$ cat src/rtl/ps2_scancode_decoder_if.sv
// Key-event stream from the PS/2 scan-code decoder to its consumer.
// The producer drives valid/payload; the consumer drives ready.
interface ps2_scancode_decoder_if;
    logic       evt_valid;
    logic       evt_ready;
    logic [7:0] evt_code;
    logic       evt_ext;
    logic       evt_break;
    logic [7:0] evt_ascii;

    modport master (
        output evt_valid,
        output evt_code,
        output evt_ext,
        output evt_break,
        output evt_ascii,
        input  evt_ready
    );

    modport slave (
        input  evt_valid,
        input  evt_code,
        input  evt_ext,
        input  evt_break,
        input  evt_ascii,
        output evt_ready
    );
endinterface

$ cat src/rtl/ps2_scancode_decoder.sv
// PS/2 scan-code-set-2 decoder: prefix FSM, shift/caps tracking, FWFT event FIFO.
// Optional macro PS2_ASCII_MAP_EN adds an ASCII lookup stored with each event.
module ps2_scancode_decoder #(
    parameter int DEPTH          = 8,
    parameter int TIMEOUT_CYCLES = 2500000
) (
    input  logic                          clk_50,
    input  logic                          rst,
    input  logic [7:0]                    sc_in,
    input  logic                          got_code,
    ps2_scancode_decoder_if.master        evt,
    output logic                          shift_held,
    output logic                          caps_lock,
    output logic                          overflow
);
    localparam int AW = (DEPTH > 1) ? $clog2(DEPTH) : 1;
    localparam int CW = AW + 1;
    localparam int TW = $clog2(TIMEOUT_CYCLES + 1);
`ifdef PS2_ASCII_MAP_EN
    localparam int EW = 18;
`else
    localparam int EW = 10;
`endif

    localparam logic [2:0] ST_IDLE    = 3'd0;
    localparam logic [2:0] ST_EXT     = 3'd1;
    localparam logic [2:0] ST_BRK     = 3'd2;
    localparam logic [2:0] ST_EXT_BRK = 3'd3;
    localparam logic [2:0] ST_PAUSE   = 3'd4;

    logic          sync1_q, sync1_d, sync2_q, sync2_d, sync3_q, sync3_d;
    logic          strobe_q, strobe_d;
    logic [7:0]    byte_q, byte_d;
    logic [2:0]    state_q, state_d;
    logic [2:0]    pause_q, pause_d;
    logic [TW-1:0] tmo_q, tmo_d;
    logic          lshift_q, lshift_d, rshift_q, rshift_d;
    logic          caps_q, caps_d, caps_down_q, caps_down_d;
    logic          overflow_q, overflow_d;
    logic [AW-1:0] wr_ptr_q, wr_ptr_d, rd_ptr_q, rd_ptr_d;
    logic [CW-1:0] count_q, count_d;
    logic [EW-1:0] fifo_mem [DEPTH];

    logic          push, push_ext, push_brk, pop, full, wr_en;
    logic [7:0]    push_code;
    logic [EW-1:0] push_entry, head;

`ifdef PS2_ASCII_MAP_EN
    function automatic logic [7:0] ascii_lookup(input logic [7:0] code,
                                                input logic shift,
                                                input logic caps);
        logic [7:0] letter;
        logic [7:0] result;
        letter = 8'h00;
        result = 8'h00;
        case (code)
            8'h1C: letter = 8'h61; 8'h32: letter = 8'h62; 8'h21: letter = 8'h63;
            8'h23: letter = 8'h64; 8'h24: letter = 8'h65; 8'h2B: letter = 8'h66;
            8'h34: letter = 8'h67; 8'h33: letter = 8'h68; 8'h43: letter = 8'h69;
            8'h3B: letter = 8'h6A; 8'h42: letter = 8'h6B; 8'h4B: letter = 8'h6C;
            8'h3A: letter = 8'h6D; 8'h31: letter = 8'h6E; 8'h44: letter = 8'h6F;
            8'h4D: letter = 8'h70; 8'h15: letter = 8'h71; 8'h2D: letter = 8'h72;
            8'h1B: letter = 8'h73; 8'h2C: letter = 8'h74; 8'h3C: letter = 8'h75;
            8'h2A: letter = 8'h76; 8'h1D: letter = 8'h77; 8'h22: letter = 8'h78;
            8'h35: letter = 8'h79; 8'h1A: letter = 8'h7A;
            default: letter = 8'h00;
        endcase
        if (letter != 8'h00) begin
            result = (shift ^ caps) ? (letter - 8'h20) : letter;
        end else begin
            case (code)
                8'h16: result = shift ? 8'h21 : 8'h31;
                8'h1E: result = shift ? 8'h40 : 8'h32;
                8'h26: result = shift ? 8'h23 : 8'h33;
                8'h25: result = shift ? 8'h24 : 8'h34;
                8'h2E: result = shift ? 8'h25 : 8'h35;
                8'h36: result = shift ? 8'h5E : 8'h36;
                8'h3D: result = shift ? 8'h26 : 8'h37;
                8'h3E: result = shift ? 8'h2A : 8'h38;
                8'h46: result = shift ? 8'h28 : 8'h39;
                8'h45: result = shift ? 8'h29 : 8'h30;
                8'h29: result = 8'h20;
                8'h5A: result = 8'h0D;
                8'h66: result = 8'h08;
                default: result = 8'h00;
            endcase
        end
        return result;
    endfunction
`endif

    // got_code is asynchronous; its synchronised falling edge marks a new byte.
    always_comb begin
        sync1_d  = got_code;
        sync2_d  = sync1_q;
        sync3_d  = sync2_q;
        strobe_d = sync3_q & ~sync2_q;
        byte_d   = strobe_d ? sc_in : byte_q;
    end

    always_comb begin
        state_d   = state_q;
        pause_d   = pause_q;
        tmo_d     = tmo_q;
        push      = 1'b0;
        push_code = byte_q;
        push_ext  = 1'b0;
        push_brk  = 1'b0;
        if (strobe_q) begin
            tmo_d = '0;
            case (state_q)
                ST_IDLE: begin
                    case (byte_q)
                        8'hE0: state_d = ST_EXT;
                        8'hF0: state_d = ST_BRK;
                        8'hE1: begin
                            state_d = ST_PAUSE;
                            pause_d = 3'd7;
                        end
                        8'hAA, 8'hFA, 8'hEE, 8'hFE, 8'h00, 8'hFF: state_d = ST_IDLE;
                        default: push = 1'b1;
                    endcase
                end
                ST_EXT: begin
                    if (byte_q == 8'hF0) begin
                        state_d = ST_EXT_BRK;
                    end else begin
                        state_d  = ST_IDLE;
                        push     = (byte_q != 8'h12) && (byte_q != 8'h59);
                        push_ext = 1'b1;
                    end
                end
                ST_BRK: begin
                    state_d  = ST_IDLE;
                    push     = 1'b1;
                    push_brk = 1'b1;
                end
                ST_EXT_BRK: begin
                    state_d  = ST_IDLE;
                    push     = (byte_q != 8'h12) && (byte_q != 8'h59);
                    push_ext = 1'b1;
                    push_brk = 1'b1;
                end
                ST_PAUSE: begin
                    pause_d = pause_q - 3'd1;
                    if (pause_q == 3'd1) begin
                        state_d   = ST_IDLE;
                        push      = 1'b1;
                        push_code = 8'hE1;
                    end
                end
                default: state_d = ST_IDLE;
            endcase
        end else if (state_q != ST_IDLE) begin
            // A stalled prefix is abandoned so a lost byte cannot corrupt later keys.
            if (tmo_q == TW'(TIMEOUT_CYCLES - 1)) begin
                state_d = ST_IDLE;
                tmo_d   = '0;
            end else begin
                tmo_d = tmo_q + TW'(1);
            end
        end else begin
            tmo_d = '0;
        end
    end

    // Caps toggles only on the first make after a release, so typematic repeats are inert.
    always_comb begin
        lshift_d    = lshift_q;
        rshift_d    = rshift_q;
        caps_d      = caps_q;
        caps_down_d = caps_down_q;
        if (push && !push_ext) begin
            case (push_code)
                8'h12: lshift_d = ~push_brk;
                8'h59: rshift_d = ~push_brk;
                8'h58: begin
                    if (push_brk) begin
                        caps_down_d = 1'b0;
                    end else begin
                        if (!caps_down_q) caps_d = ~caps_q;
                        caps_down_d = 1'b1;
                    end
                end
                default: ;
            endcase
        end
    end

`ifdef PS2_ASCII_MAP_EN
    assign push_entry = {(push_brk || push_ext) ? 8'h00
                         : ascii_lookup(push_code, lshift_q | rshift_q, caps_q),
                         push_brk, push_ext, push_code};
`else
    assign push_entry = {push_brk, push_ext, push_code};
`endif

    always_comb begin
        pop        = (count_q != '0) && evt.evt_ready;
        full       = (count_q == CW'(DEPTH));
        wr_en      = push && (!full || pop);
        wr_ptr_d   = wr_en ? wr_ptr_q + AW'(1) : wr_ptr_q;
        rd_ptr_d   = pop ? rd_ptr_q + AW'(1) : rd_ptr_q;
        count_d    = count_q + CW'(wr_en) - CW'(pop);
        overflow_d = overflow_q | (push && full && !pop);
    end

    always_ff @(posedge clk_50) begin
        if (rst) begin
            sync1_q     <= 1'b0;
            sync2_q     <= 1'b0;
            sync3_q     <= 1'b0;
            strobe_q    <= 1'b0;
            byte_q      <= 8'h00;
            state_q     <= ST_IDLE;
            pause_q     <= 3'd0;
            tmo_q       <= '0;
            lshift_q    <= 1'b0;
            rshift_q    <= 1'b0;
            caps_q      <= 1'b0;
            caps_down_q <= 1'b0;
            overflow_q  <= 1'b0;
            wr_ptr_q    <= '0;
            rd_ptr_q    <= '0;
            count_q     <= '0;
        end else begin
            sync1_q     <= sync1_d;
            sync2_q     <= sync2_d;
            sync3_q     <= sync3_d;
            strobe_q    <= strobe_d;
            byte_q      <= byte_d;
            state_q     <= state_d;
            pause_q     <= pause_d;
            tmo_q       <= tmo_d;
            lshift_q    <= lshift_d;
            rshift_q    <= rshift_d;
            caps_q      <= caps_d;
            caps_down_q <= caps_down_d;
            overflow_q  <= overflow_d;
            wr_ptr_q    <= wr_ptr_d;
            rd_ptr_q    <= rd_ptr_d;
            count_q     <= count_d;
        end
    end

    always_ff @(posedge clk_50) begin
        if (wr_en) fifo_mem[wr_ptr_q] <= push_entry;
    end

    // Payload is gated by valid so every output reads 0 while the FIFO is empty.
    assign head          = fifo_mem[rd_ptr_q];
    assign evt.evt_valid = (count_q != '0);
    assign evt.evt_code  = evt.evt_valid ? head[7:0] : 8'h00;
    assign evt.evt_ext   = evt.evt_valid & head[8];
    assign evt.evt_break = evt.evt_valid & head[9];
`ifdef PS2_ASCII_MAP_EN
    assign evt.evt_ascii = evt.evt_valid ? head[17:10] : 8'h00;
`else
    assign evt.evt_ascii = 8'h00;
`endif
    assign shift_held = lshift_q | rshift_q;
    assign caps_lock  = caps_q;
    assign overflow   = overflow_q;
endmodule

$ cat src/flat_wrapper.sv
// flat-port wrapper written by rule: the top's interface ports become plain ports
module ps2_scancode_decoder_flat 
#(
    parameter int DEPTH          = 8,
    parameter int TIMEOUT_CYCLES = 2500000
)
  (clk_50, rst, sc_in, got_code, shift_held, caps_lock, overflow, evt_evt_valid, evt_evt_code, evt_evt_ext, evt_evt_break, evt_evt_ascii, evt_evt_ready);
  ps2_scancode_decoder_if evt_i ();
  input  logic clk_50;
  input  logic rst;
  input  logic [7:0] sc_in;
  input  logic got_code;
  output logic shift_held;
  output logic caps_lock;
  output logic overflow;
  output wire logic [$bits(evt_i.evt_valid)-1:0] evt_evt_valid;
  output wire logic [$bits(evt_i.evt_code)-1:0] evt_evt_code;
  output wire logic [$bits(evt_i.evt_ext)-1:0] evt_evt_ext;
  output wire logic [$bits(evt_i.evt_break)-1:0] evt_evt_break;
  output wire logic [$bits(evt_i.evt_ascii)-1:0] evt_evt_ascii;
  input wire logic [$bits(evt_i.evt_ready)-1:0] evt_evt_ready;
  assign evt_evt_valid = evt_i.evt_valid;
  assign evt_evt_code = evt_i.evt_code;
  assign evt_evt_ext = evt_i.evt_ext;
  assign evt_evt_break = evt_i.evt_break;
  assign evt_evt_ascii = evt_i.evt_ascii;
  assign evt_i.evt_ready = evt_evt_ready;
  ps2_scancode_decoder #(.DEPTH(DEPTH), .TIMEOUT_CYCLES(TIMEOUT_CYCLES)) u_core (.clk_50(clk_50), .rst(rst), .sc_in(sc_in), .got_code(got_code), .evt(evt_i), .shift_held(shift_held), .caps_lock(caps_lock), .overflow(overflow));
endmodule
$ cat config.mk
export PLATFORM = sky130hd
export DESIGN_NAME = ps2_scancode_decoder_flat
export DESIGN_NICKNAME = d
export VERILOG_FILES = /design/src/rtl/ps2_scancode_decoder_if.sv /design/src/rtl/ps2_scancode_decoder.sv /design/src/flat_wrapper.sv
export SDC_FILE = /design/constraint.sdc
export NUM_CORES = 1
export LEC_CHECK = 0
export BUFFER_PORTS_ARGS = -buffer_cell sky130_fd_sc_hd__buf_2
export CELL_PAD_IN_SITES_DETAIL_PLACEMENT = 0
export CELL_PAD_IN_SITES_GLOBAL_PLACEMENT = 1
export CORE_ASPECT_RATIO = 1.5
export CORE_MARGIN = 2
export CORE_UTILIZATION = 45
export CTS_CLUSTER_SIZE = 12
export DETAILED_ROUTE_END_ITERATION = 12
export PLACE_DENSITY_LB_ADDON = 0.15
export SLEW_MARGIN = 20
export SYNTH_ARGS = -nofsm -noshare
export SYNTH_HDL_FRONTEND = slang
export SYNTH_SLANG_ARGS = --single-unit
$ cat constraint.sdc
create_clock -name clk_50 -period 2.85 [get_ports clk_50]
set_clock_uncertainty 0.1 [all_clocks]
set_input_delay 0.285 -clock clk_50 [delete_from_list [all_inputs] [get_ports clk_50]]
set_output_delay 0.285 -clock clk_50 [all_outputs]
set_load 0.03 [all_outputs]
==> results.txt, run 1 <==
- Summing all placed instances gives a cell area of 6380 sq um.
- Of the total synthesized cell area, the portion taken by XOR and XNOR cells is 0.0336.
- Data arrives at the worst endpoint at 2860 ps.
- Sum of routed wire length over all layers: 11400 um
- Of the total synthesized cell area, the portion taken by AND, OR, NAND and NOR gates is 0.159.
* FP Rows: 51
* Worst path max stage delay: 590 ps
- Multiplexer area fraction after synthesis: 0.0944
- The share of the synthesized area in compound gates (AO/OA/AOI/OAI) was 0.0524.
* Non-filler cells, final: 704
* Clock latency at the later pin of the worst-skew pair: 410 ps
* Number of buffers created by CTS: 17
* Count of flip-flops with a built-in enable after synthesis: 80
- Flip-flop cell with the highest count after synthesis: sky130_fd_sc_hd__edfxtp_1
* Cells after synthesis: 486
- Total of max-cap violations: 0
* Leakage power of the design: 2.43 nW
* Area of the core region: 13000 sq um
* Synth Area per Inst: 12.3 sq um
- Via-to-Cell Ratio: 5.43
* IO Port Bufs: 25
* Dominant combinational cell family by area after synthesis: simple AND/OR/NAND/NOR gates
- Clock root cell: sky130_fd_sc_hd__clkbuf_16
- Of the synthesized area, sequential elements account for 0.595.
* Element type at the critical path end: register
* Number of search-and-repair iterations in the first detailed-routing pass: 4
* CTS H-tree lvls: 4
- # Post-CTS Setup Buffers: 0
- 0 antenna diodes ended up in the layout.
* Type of the most critical hold path: in -> reg
- Number of placed I/O pins: 34
- Total vias in the final route: 3821
* Pin count of the biggest net entering global routing: 41
- Per-cell routed wire length: 16.1 um
- Area share of the largest cell type after synthesis: 0.401
- In the final design database the tool counted 556 nets.
- The number of gates resized after CTS was 0.
* Number of synthesized register bits: 138
* Cell Pwr Density: 790 nW/um^2
- Routability-driven placement finished with a final weighted congestion of 0.862.
- Peak supply drop: 374 uV
- The setup path with the least slack is of type reg -> reg.
- Placed cell count: 668
- Among all stages on the critical path, the largest delay is contributed by sky130_fd_sc_hd__or4_4.
- Required time at the endpoint of the critical path: 3090 ps
- The finished cells cover 7050 sq um.
- In the final timing run, aggregate negative setup slack is 0 ps.
- The number of max-slew violations in the final report is 0.
- In this run the vertical extent of the chip is 145 um.
- Grt total ovfl: 0
* X dimension of the die: 98.2 um
- Synth top cells by count: sky130_fd_sc_hd__edfxtp_1, sky130_fd_sc_hd__dfxtp_1, sky130_fd_sc_hd__nor2_1
- Arithmetic-cell share of the synthesized area counting full adders, half adders and majority gates: 0.0280
* Total Power Consumption: 5.57 mW
- After clock tree synthesis, the clock-pin slew on the worst setup and hold paths is 60 ps.
* Sinks on Clock Net: 138
- The first global-routing pass estimated 19400 um of wire.
- The via count of the first global-routing pass is 3979.
* Worst Hold Slack: 16.3 ps
- Among all cell types in the netlist, the one instantiated most often is sky130_fd_sc_hd__edfxtp_1.
* HPWL after detailed placement: 8090 um
- Warning count from the yosys run: 0
* Number of antenna violations at the first check in global routing: 0
- The worst pin sits at a relative slew slack of 0.565.
- In the routed design, unresolved DRC markers number 0.
* Buffers and inverters on the worst path: 2
- Ranked by total cell area, the synthesized netlist is headed by sky130_fd_sc_hd__edfxtp_1, sky130_fd_sc_hd__dfxtp_1, sky130_fd_sc_hd__mux4_2.
- Compared with the post-synthesis result, the final layout area differs by 17.6%.
- The initial utilization of the core area, before any placement, comes to 0.460.
- Subtracting the final worst setup slack from the clock period gives 2610 ps.
- Number of setup violations in the final report: 0
- The die covers 14300 sq um.
- FMAX: 0.383 GHz
* Slew at the pin closest to its max-slew limit: 651 ps
- Biggest area consumer among synthesized cells: sky130_fd_sc_hd__edfxtp_1
- Hold violation count in the final report: 0
- TritonCTS built the clock tree.
* Layout cell share with drive strength beyond 1: 0.202
- Worst setup SP type: register
- Result of the run: finished clean
* Fillers: 1141
* Post-detailed-route count of antenna-violating nets: 0
- Fin crit share: 0.917
- The signal on the critical path passes through or4_4, o21ai_0, a221o_1, o211ai_4, nand2_2, inv_2, ha_1, inv_1, fa_1, nor2_1.
- Maximum fanout encountered on the critical timing path: 11
- The cell family contributing the most delay on the critical path is simple AND/OR/NAND/NOR gates.
* Reg-to-reg slack, setup: 240 ps
- Setup repair after global routing left no endpoint under its margin.
- Of all flip-flops after synthesis, the portion carrying an async set or reset was 0.
- The clock passes through at most 2 buffers.
* Global-route usage over all layers: 0.172
- The synthesized netlist occupies a cell area of 5990 sq um.
* Count of unique library cells instantiated by Yosys: 58
* DR iter-0 viols: 170
## worst min-delay path, stage by stage
cell and delay, ps:
sky130_fd_sc_hd__buf_2 100, sky130_fd_sc_hd__nand2_1 50, sky130_fd_sc_hd__a21oi_1 50
## report_power, final
| group | total (mW) | leakage [nW] | switching (mW) | internal (mW) |
|---|---|---|---|---|
| clock network | 2.32 | 0.297 | 0.806 | 1.51 |
| registers | 2.17 | 1.21 | 0.0310 | 2.14 |
| logic | 1.07 | 0.931 | 0.624 | 0.451 |
| total | 5.57 | 2.43 | 1.46 | 4.11 |
## flip-flops by register name (all words and copies together), names as in the netlist, 3 cells and up, named ones only
name and count:
u_core.tmo_q 22, u_core.count_q 4, u_core.fifo_mem 80, u_core.wr_ptr_q 3
u_core.pause_q 3, u_core.byte_q 8, u_core.state_q 3, u_core.rd_ptr_q 3
## stage by stage
| step | util | setup slack, ps |
|---|---|---|
| 6_report | 0.541 | 236 |
| 2_1_floorplan | - | -275 |
| 4_1_cts | 0.541 | 232 |
| 3_3_place_gp | 0.490 | 306 |
| 5_1_grt | 0.541 | 47.8 |
| 3_5_place_dp | 0.490 | 240 |
## area by class of cell
| class | count | area [sq um] | area share |
|---|---|---|---|
| flip-flops and latches | 138 | 3560 | 0.506 |
| multi-input cells | 306 | 2270 | 0.322 |
| clock buffers | 22 | 464 | 0.0659 |
| repair buffers | 48 | 308 | 0.0437 |
| well taps | 159 | 199 | 0.0282 |
| clock inverters | 10 | 165 | 0.0234 |
| inverters | 21 | 78.8 | 0.0112 |
## cell families after synthesis
logic type | after synthesis
compound gates | 45
flops | 138
simple gates | 186
mux | 31
buf+inv | 49
fa+ha+maj | 13
other cells | 1
xor+xnor | 23
## path summary, 6_finish.rpt
check	cells after the start	start	end
setup / recovery	10	u_core.byte_q[0]	u_core.count_q[1]
hold / removal	3	sc_in[1]	u_core.byte_q[1]
setup reg to reg	10	u_core.byte_q[0]	u_core.count_q[1]
hold reg to reg	1	u_core.sync1_q	u_core.sync2_q
## cell usage in the layout (no fill, tap or decap), types with 9 or more instances in the layout
master / synthesis / layout
sky130_fd_sc_hd__buf_2: 2 / 25
sky130_fd_sc_hd__nand3_1: 16 / 16
sky130_fd_sc_hd__nand2_1: 33 / 33
sky130_fd_sc_hd__nor2_1: 58 / 58
sky130_fd_sc_hd__clkbuf_16: 0 / 17
sky130_fd_sc_hd__mux4_2: 20 / 20
sky130_fd_sc_hd__xor2_1: 11 / 11
sky130_fd_sc_hd__ha_1: 11 / 11
sky130_fd_sc_hd__buf_4: 8 / 19
sky130_fd_sc_hd__nand4_1: 9 / 9
sky130_fd_sc_hd__inv_1: 20 / 20
sky130_fd_sc_hd__nand2b_1: 9 / 9
sky130_fd_sc_hd__mux2i_1: 10 / 10
sky130_fd_sc_hd__xnor2_1: 12 / 12
sky130_fd_sc_hd__dfxtp_1: 58 / 58
sky130_fd_sc_hd__nor3_1: 9 / 9
sky130_fd_sc_hd__and3_1: 9 / 9
sky130_fd_sc_hd__nor2b_1: 9 / 9
sky130_fd_sc_hd__edfxtp_1: 80 / 80
sky130_fd_sc_hd__a21oi_1: 15 / 15
## what timing repair did
action,CTS,global route
hold endpoints to repair,4,0
setup endpoints to repair,0,0
hold buffers,4,0
## layer usage
layer,share of wire,vias up,GRT usage
met5,0,-,0
met4,0.018,0,0.0575
met3,0.031,20,0.0427
met2,0.54,74,0.308
met1,0.41,1871,0.199
li1,-,1856,-
No activity file was read; power rests on OpenSTA's default activity.
==> run 2: changes to the inputs <==
--- a/config.mk
+++ b/config.mk
@@ -9,7 +9,6 @@
 export CELL_PAD_IN_SITES_DETAIL_PLACEMENT = 0
 export CELL_PAD_IN_SITES_GLOBAL_PLACEMENT = 1
 export CORE_ASPECT_RATIO = 1.5
-export CORE_MARGIN = 2
 export CORE_UTILIZATION = 45
 export CTS_CLUSTER_SIZE = 12
 export DETAILED_ROUTE_END_ITERATION = 12
==> run 2 against run 1 <==
Combinational power about the same. Critical path depth unchanged. Setup slack gained 49 ps. Sequential cell count did not move. Global-route usage grew 2.0 points. Total power is 3.2% lower. Wire length up 3.9%. Final cell count up 0.28%. Die area is 3.4% lower. First-iteration DRC count is 5.9% lower. Highest routed layer unchanged.
==> results.txt, run 2 (same netlist as run 1, synthesis figures left out) <==
- DR iter-0 viols: 160 (-5.9%)
- Arr. time, crit path: 2810 ps (-50 ps)
- Commonest cells after routing, fill and taps aside: sky130_fd_sc_hd__edfxtp_1, sky130_fd_sc_hd__nor2_1, sky130_fd_sc_hd__dfxtp_1
- Biggest register: u_core.fifo_mem
- Max transition margin: 0.541 (-0.0247)
- The number of hold violations in the final report came to 0 (unchanged).
* Leakage power of the design: 2.42 nW (-0.55%)
- DIE AREA: 13800 sq um (-3.4%)
* Number of buffers created by CTS: 17 (unchanged)
- Clock power frac: 0.394 (-0.023)
* Placed cell count: 669 (+0.15%)
* Clock root cell: sky130_fd_sc_hd__clkbuf_16
- Clock latency at the later pin of the worst-skew pair: 410 ps (about the same)
- Min Clock Period, post-route: 2560 ps (-49.4 ps)
- Leaving out fill and tap cells, the most frequent cell in the layout is sky130_fd_sc_hd__edfxtp_1.
- Sinks on Clock Net: 138 (unchanged)
- The final instance count without filler cells came to 706 (+0.28%).
* # DRC: 0 (unchanged)
* IO Port Bufs: 25 (unchanged)
* Net switching fraction of the power: 0.274 (+0.0122)
- The actual slew at the worst max-slew pin is 688 ps (+37.0 ps).
- The final HPWL from detailed placement is 8070 um (-0.17%).
* First-pass GRT wire length: 19100 um (-1.5%)
- # Post-CTS Setup Buffers: 0 (unchanged)
* Grt total ovfl: 0 (unchanged)
- The post-detailed-route via-to-cell ratio was 5.28 (-2.6%).
* FMAX: 0.390 GHz (+1.9%)
- Slowest stage cell, crit path: sky130_fd_sc_hd__or4_4
* CP delay by family, top: simple AND/OR/NAND/NOR gates
- The worst setup path is launched from a register.
- The highest ir drop seen on vdd came to 403 uV (+7.7%).
* CTS H-tree lvls: 4 (unchanged)
- The area of the core was 13000 sq um (unchanged).
* WS Path Type: reg -> reg
- The via count of the first global-routing pass is 3760 (-5.5%).
- The vertical die dimension is 143 um (-1.4%).
- The overall track demand over capacity in global routing came to 0.191 (+0.0197).
- Type of the most critical hold path: in -> reg
* Layout cell share with drive strength beyond 1: 0.201 (-0.000738)
* Antenna fix cells: 0 (unchanged)
- Number of placed I/O pins: 34 (unchanged)
- The number of setup violations in the final report was 0 (unchanged).
- Worst path max stage delay: 580 ps (about the same)
- The first-pass iteration count of the detailed router was 4 (unchanged).
- Maximum fanout encountered on the critical timing path: 11 (unchanged)
- Post-detailed-route count of antenna-violating nets: 0 (unchanged)
- The flip-flop count of the largest register after layout came to 80 (unchanged).
- The initial cell density of the core is 0.460 (unchanged).
* Placer Congestion: 0.832 (-3.5%)
- The largest net degree at the start of global routing is 41 (unchanged).
- Number of antenna violations at the first check in global routing: 0 (unchanged)
- Internal power component: 3.91 mW (-4.8%)
- The final-stage net count is 558 (+0.36%).
* Clock slew seen by the registers of the worst setup and hold paths: 60 ps (about the same)
* Combinational share of power: 0.202 (+0.009)
- The summed area of non-filler cells in the final layout was 7010 sq um (-0.48%).
- Maximum buffer depth of the clock tree: 2 (unchanged)
- The power per cell area came to 768 nW/um^2 (-2.8%).
* Required time at the endpoint of the critical path: 3100 ps (about the same)
- The sum of buffers and inverters on the critical path is 2 (unchanged).
- Element type at the critical path end: register
- Net switching power of the design: 1.48 mW (+1.3%)
- Slew Limit Fails: 0 (unchanged)
* Total of max-cap violations: 0 (unchanged)
- Flop pwr share: 0.404 (+0.014)
- The final wirelength is 11800 um (+3.9%).
- The width of the die was 96.2 um (-2.0%).
- The ratio of final minimum period to clock period is 0.900 (-0.0173).
- TritonCTS built the clock tree.
- FP Rows: 51 (unchanged)
* RSZ-0062 raised after global routing: false
- The signal on the critical path passes through or4_4, o21ai_0, a221o_1, o211ai_4, nand2_2, inv_2, ha_1, inv_1, fa_1, nor2_1.
* Result of the run: finished clean
- Per-cell routed wire length: 16.7 um (+3.6%)
- Regs by FF count: u_core.fifo_mem x80, u_core.tmo_q x22, u_core.byte_q x8
* Synth-to-layout area growth: 17.0%
- Total vias in the final route: 3731 (-2.4%)
* Instance area after placement: 6390 sq um (+0.12%)
## run 2: cell types whose count changed in the layout (fill, tap and decap cells not counted), sizes merged
cell,delta
bufinv,-2
dlygate4sd3,+1
clkinvlp,-1
buf,+1
clkinv,+3
## run 2: tightest hold or removal path: stages
cell and delay [ps]:
sky130_fd_sc_hd__buf_2 100, sky130_fd_sc_hd__nand2_1 50, sky130_fd_sc_hd__a21oi_1 50
## run 2: final cells by class
cell class | count | area (sq um)
Timing Repair Buffer | 50 | 325
Clock inverter | 10 | 119
Fill cell | 1146 | 6000
Tap cell | 159 | 199
Clock buffer | 22 | 454
Inverter | 21 | 78.8
Multi-Input combinational cell | 306 | 2270
Sequential cell | 138 | 3560
## run 2: through the flow
step,hold WS (ps),setup TNS (ps),worst slack [ps],util,power [mW]
floorplan,313,-12320,-275,-,3.06
global placement,335,0,321,0.491,3.31
detailed placement,346,0,258,0.491,3.33
CTS,2.13,0,241,0.538,5.48
global route,32.3,0,69.9,0.539,5.66
finish,21.8,0,285,0.539,5.39
## run 2: repair_timing
item	in CTS	in global routing
hold endpoints to repair	5	0
endpoints found under the setup margin	0	1
gates resized for setup	0	1
hold buffers	5	0
## run 2: worst paths after layout
path	startpoint	endpoint	slack, ps	depth (start not counted)
worst min-delay path	sc_in[5]	u_core.byte_q[5]	20	3
worst max register to register	u_core.byte_q[0]	u_core.count_q[1]	290	10
worst max-delay path	u_core.byte_q[0]	u_core.count_q[1]	290	10
worst min register to register	u_core.sync1_q	u_core.sync2_q	350	1
## run 2: routing by layer
| layer | vias up | track usage | wire [um] |
|---|---|---|---|
| li1 | 1851 | - | - |
| met3 | 15 | 0.0513 | 289 |
| met5 | - | 0 | 0 |
| met4 | 0 | 0.0660 | 191 |
| met2 | 52 | 0.341 | 6400 |
| met1 | 1813 | 0.216 | 4920 |
## run 2: power groups by stage
stage	Combinational, mW	Sequential [mW]	Clock [mW]
final	1.09	2.18	2.12
after detailed placement	1.11	2.22	0
after global placement	1.10	2.22	0
after global routing	1.21	2.18	2.26
after CTS	1.12	2.18	2.18
after floorplan	0.853	2.21	0
==> run 3: changes to the inputs <==
--- a/config.mk
+++ b/config.mk
@@ -9,6 +9,7 @@
 export CELL_PAD_IN_SITES_DETAIL_PLACEMENT = 0
 export CELL_PAD_IN_SITES_GLOBAL_PLACEMENT = 1
 export CORE_ASPECT_RATIO = 1.5
+export CORE_MARGIN = 4
 export CORE_UTILIZATION = 45
 export CTS_CLUSTER_SIZE = 12
 export DETAILED_ROUTE_END_ITERATION = 12
==> constraint.sdc (replaced) <==
create_clock -name clk_50 -period 2.85 [get_ports clk_50]
set_clock_uncertainty 0.1 [all_clocks]
set_input_delay 0 -clock clk_50 [delete_from_list [all_inputs] [get_ports clk_50]]
set_output_delay 0 -clock clk_50 [all_outputs]
set_load 0.03 [all_outputs]
==> run 3 against run 2 <==
Setup slack got worse by 15 ps. Worst hold slack improved by 330 ps. Core utilization rose by 1.1 points. Non-clock buffer count rose by 13. Register-to-register slack got worse by 20 ps.
==> results.txt, run 3 (same netlist as run 1, synthesis figures left out) <==
* Combinational share of power: 0.203 (about the same)
- Clock root cell: sky130_fd_sc_hd__clkbuf_16
- The buffer count from post-CTS setup fixing was 0 (unchanged).
- The post-detailed-route via-to-cell ratio is 5.28 (-0.18%).
* Maximum fanout encountered on the critical timing path: 11 (unchanged)
- Placer Congestion: 0.917 (+10%)
- The switching power as a share of total power was 0.276 (+0.00105).
- The number of hold violations in the final report is 0 (unchanged).
- Internal power component: 3.89 mW (-0.59%)
- The worst slew margin relative to its limit is 0.571 (+0.0302).
* Instance area after placement: 6370 sq um (-0.24%)
- The die footprint was 15300 sq um (+11%).
* Flop pwr share: 0.405 (about the same)
* Effective utilization at floorplan: 0.460 (unchanged)
* Cell Pwr Density: 750 nW/um^2 (-2.4%)
* Arr. time, crit path: 2820 ps (about the same)
- The highest ir drop seen on vdd came to 437 uV (+8.4%).
- The final HPWL from detailed placement was 8000 um (-0.92%).
- Result of the run: finished clean
* X dimension of the die: 102 um (+6.2%)
* Net switching power of the design: 1.48 mW (about the same)
- Sum of routed wire length over all layers: 11500 um (-2.4%)
- The total leakage power is 2.49 nW (+2.8%).
* Regs by FF count: u_core.fifo_mem x80, u_core.tmo_q x22, u_core.byte_q x8
- Type of the most critical hold path: reg -> reg
- IO Port Bufs: 25 (unchanged)
* CTS tree: yes
- Commonest cells after routing, fill and taps aside: sky130_fd_sc_hd__edfxtp_1, sky130_fd_sc_hd__nor2_1, sky130_fd_sc_hd__dfxtp_1
- The ratio of final minimum period to clock period came to 0.905 (+0.00540).
- The final-stage net count came to 571 (+2.3%).
- The vertical die dimension came to 149 um (+4.2%).
- Fin area: 7150 sq um (+2.0%)
- Worst setup SP type: register
- The worst setup path is of the reg -> reg kind.
* Post-detailed-route count of antenna-violating nets: 0 (unchanged)
- CTS H-tree lvls: 4 (unchanged)
- The wire length of the first global-routing pass came to 19400 um (+1.4%).
* FP Rows: 51 (unchanged)
- Vias in the first global route: 3916 (+4.1%)
- The hold slack is 351 ps (+329 ps).
- The largest net degree at the start of global routing is 22 (-46%).
* Grt total ovfl: 0 (unchanged)
- Setup repair after global routing left no endpoint under its margin.
* Fin util: 0.549 (+0.0106)
- Area of the core region: 13000 sq um (unchanged)
- The flip-flop count of the largest register after layout came to 80 (unchanged).
- Total vias in the final route: 3793 (+1.7%)
- The required time of the worst setup path was 3090 ps (about the same).
- The total of max-cap violations came to 0 (unchanged).
- The share of layout cells above drive strength 1 was 0.198 (-0.00288).
- The number of buffers inserted during clock tree synthesis came to 17 (unchanged).
- Clock slew seen by the registers of the worst setup and hold paths: 60 ps (about the same)
- The actual slew at the worst max-slew pin is 643 ps (-45.2 ps).
* # DRC: 0 (unchanged)
* Maximum buffer depth of the clock tree: 2 (unchanged)
- The number of antenna violations at the first check in global routing was 0 (unchanged).
- Per-cell routed wire length: 16.0 um (-4.2%)
* Clock power frac: 0.392 (-0.002)
- Biggest register: u_core.fifo_mem
- Number of search-and-repair iterations in the first detailed-routing pass: 4 (unchanged)
* Global-route usage over all layers: 0.167 (-0.0240)
* Clock latency at the later pin of the worst-skew pair: 410 ps (about the same)
* Slew Limit Fails: 0 (unchanged)
- The maximum clock frequency is 0.388 GHz (-0.60%).
* Min Clock Period, post-route: 2580 ps (+15.4 ps)
- DR iter-0 viols: 113 (-29%)
- The number of clock sinks was 138 (unchanged).
- Most frequent standard cell in the layout excluding fill and tap cells: sky130_fd_sc_hd__edfxtp_1
- Element type at the critical path end: register
* Antenna fix cells: 0 (unchanged)
- Number of placed I/O pins: 34 (unchanged)
- Number of setup violations in the final report: 0 (unchanged)
- Synth-to-layout area growth: 19.3%
==> run 3: cell types whose count changed in the layout (fill, tap and decap cells not counted), moves of 2 or more <==
cell,change
sky130_fd_sc_hd__clkbuf_1,-4
sky130_fd_sc_hd__dlygate4sd3_1,+15
sky130_fd_sc_hd__clkinvlp_4,+3
sky130_fd_sc_hd__buf_4,-2
==> run 3: path summary, 6_finish.rpt <==
check	end	cells past startpoint	startpoint	slack (ps)
max	u_core.count_q[1]	10	u_core.byte_q[0]	270
max reg2reg	u_core.count_q[1]	10	u_core.byte_q[0]	270
min	u_core.sync2_q	1	u_core.sync1_q	350
min reg2reg	u_core.sync2_q	1	u_core.sync1_q	350
==> run 3: routing by layer <==
layer,track usage,routed length [um],share of wire
met1,0.183,4600,0.40
met2,0.309,6480,0.56
met3,0.0374,270,0.023
met4,0.0617,172,0.015
met5,0,0,0
==> run 3: worst max-delay path, cell delays in order, from the launching register on <==
cell                       delay, ps
sky130_fd_sc_hd__dfxtp_1         410
sky130_fd_sc_hd__or4_4           580
sky130_fd_sc_hd__o21ai_0         180
sky130_fd_sc_hd__a221o_1         200
sky130_fd_sc_hd__o211ai_4         90
sky130_fd_sc_hd__nand2_2          90
sky130_fd_sc_hd__inv_2            60
sky130_fd_sc_hd__ha_1            210
sky130_fd_sc_hd__inv_1            70
sky130_fd_sc_hd__fa_1            410
sky130_fd_sc_hd__nor2_1          100
==> run 3: layout make-up <==
cell class                 instances  area [sq um]
tap                              159           199
clock inverter                    15           150
sequential                       138          3560
multi-input combinational        306          2270
inverter                          21          78.8
timing repair buffer              63           460
clock buffer                      17           425
fill                            1118          5870
==> run 3: repair_timing <==
| item | CTS | global route |
|---|---|---|
| endpoints found under the hold margin | 23 | 0 |
| hold buffers | 20 | 0 |
| setup endpoints to repair | 0 | 2 |
| gates resized for setup | 0 | 1 |
==> run 3: power groups by stage <==
stage                     sequential [mW]  clock (mW)  combinational [mW]
final                                2.18        2.10                1.09
after global routing                 2.18        2.25                1.22
after CTS                            2.18        2.15                1.12
after detailed placement             2.22           0                1.10
after global placement               2.22           0                1.09
after floorplan                      2.21           0               0.853
==> run 3: through the flow <==
stage               TNS, ps  total power, mW  cells  worst slack (ps)
floorplan            -12320             3.06    493              -275
finish                    0             5.37    719               270
global placement          0             3.31    667               297
CTS                       0             5.45    719               182
global route              0             5.65    719               105
detailed placement        0             3.32    667               202
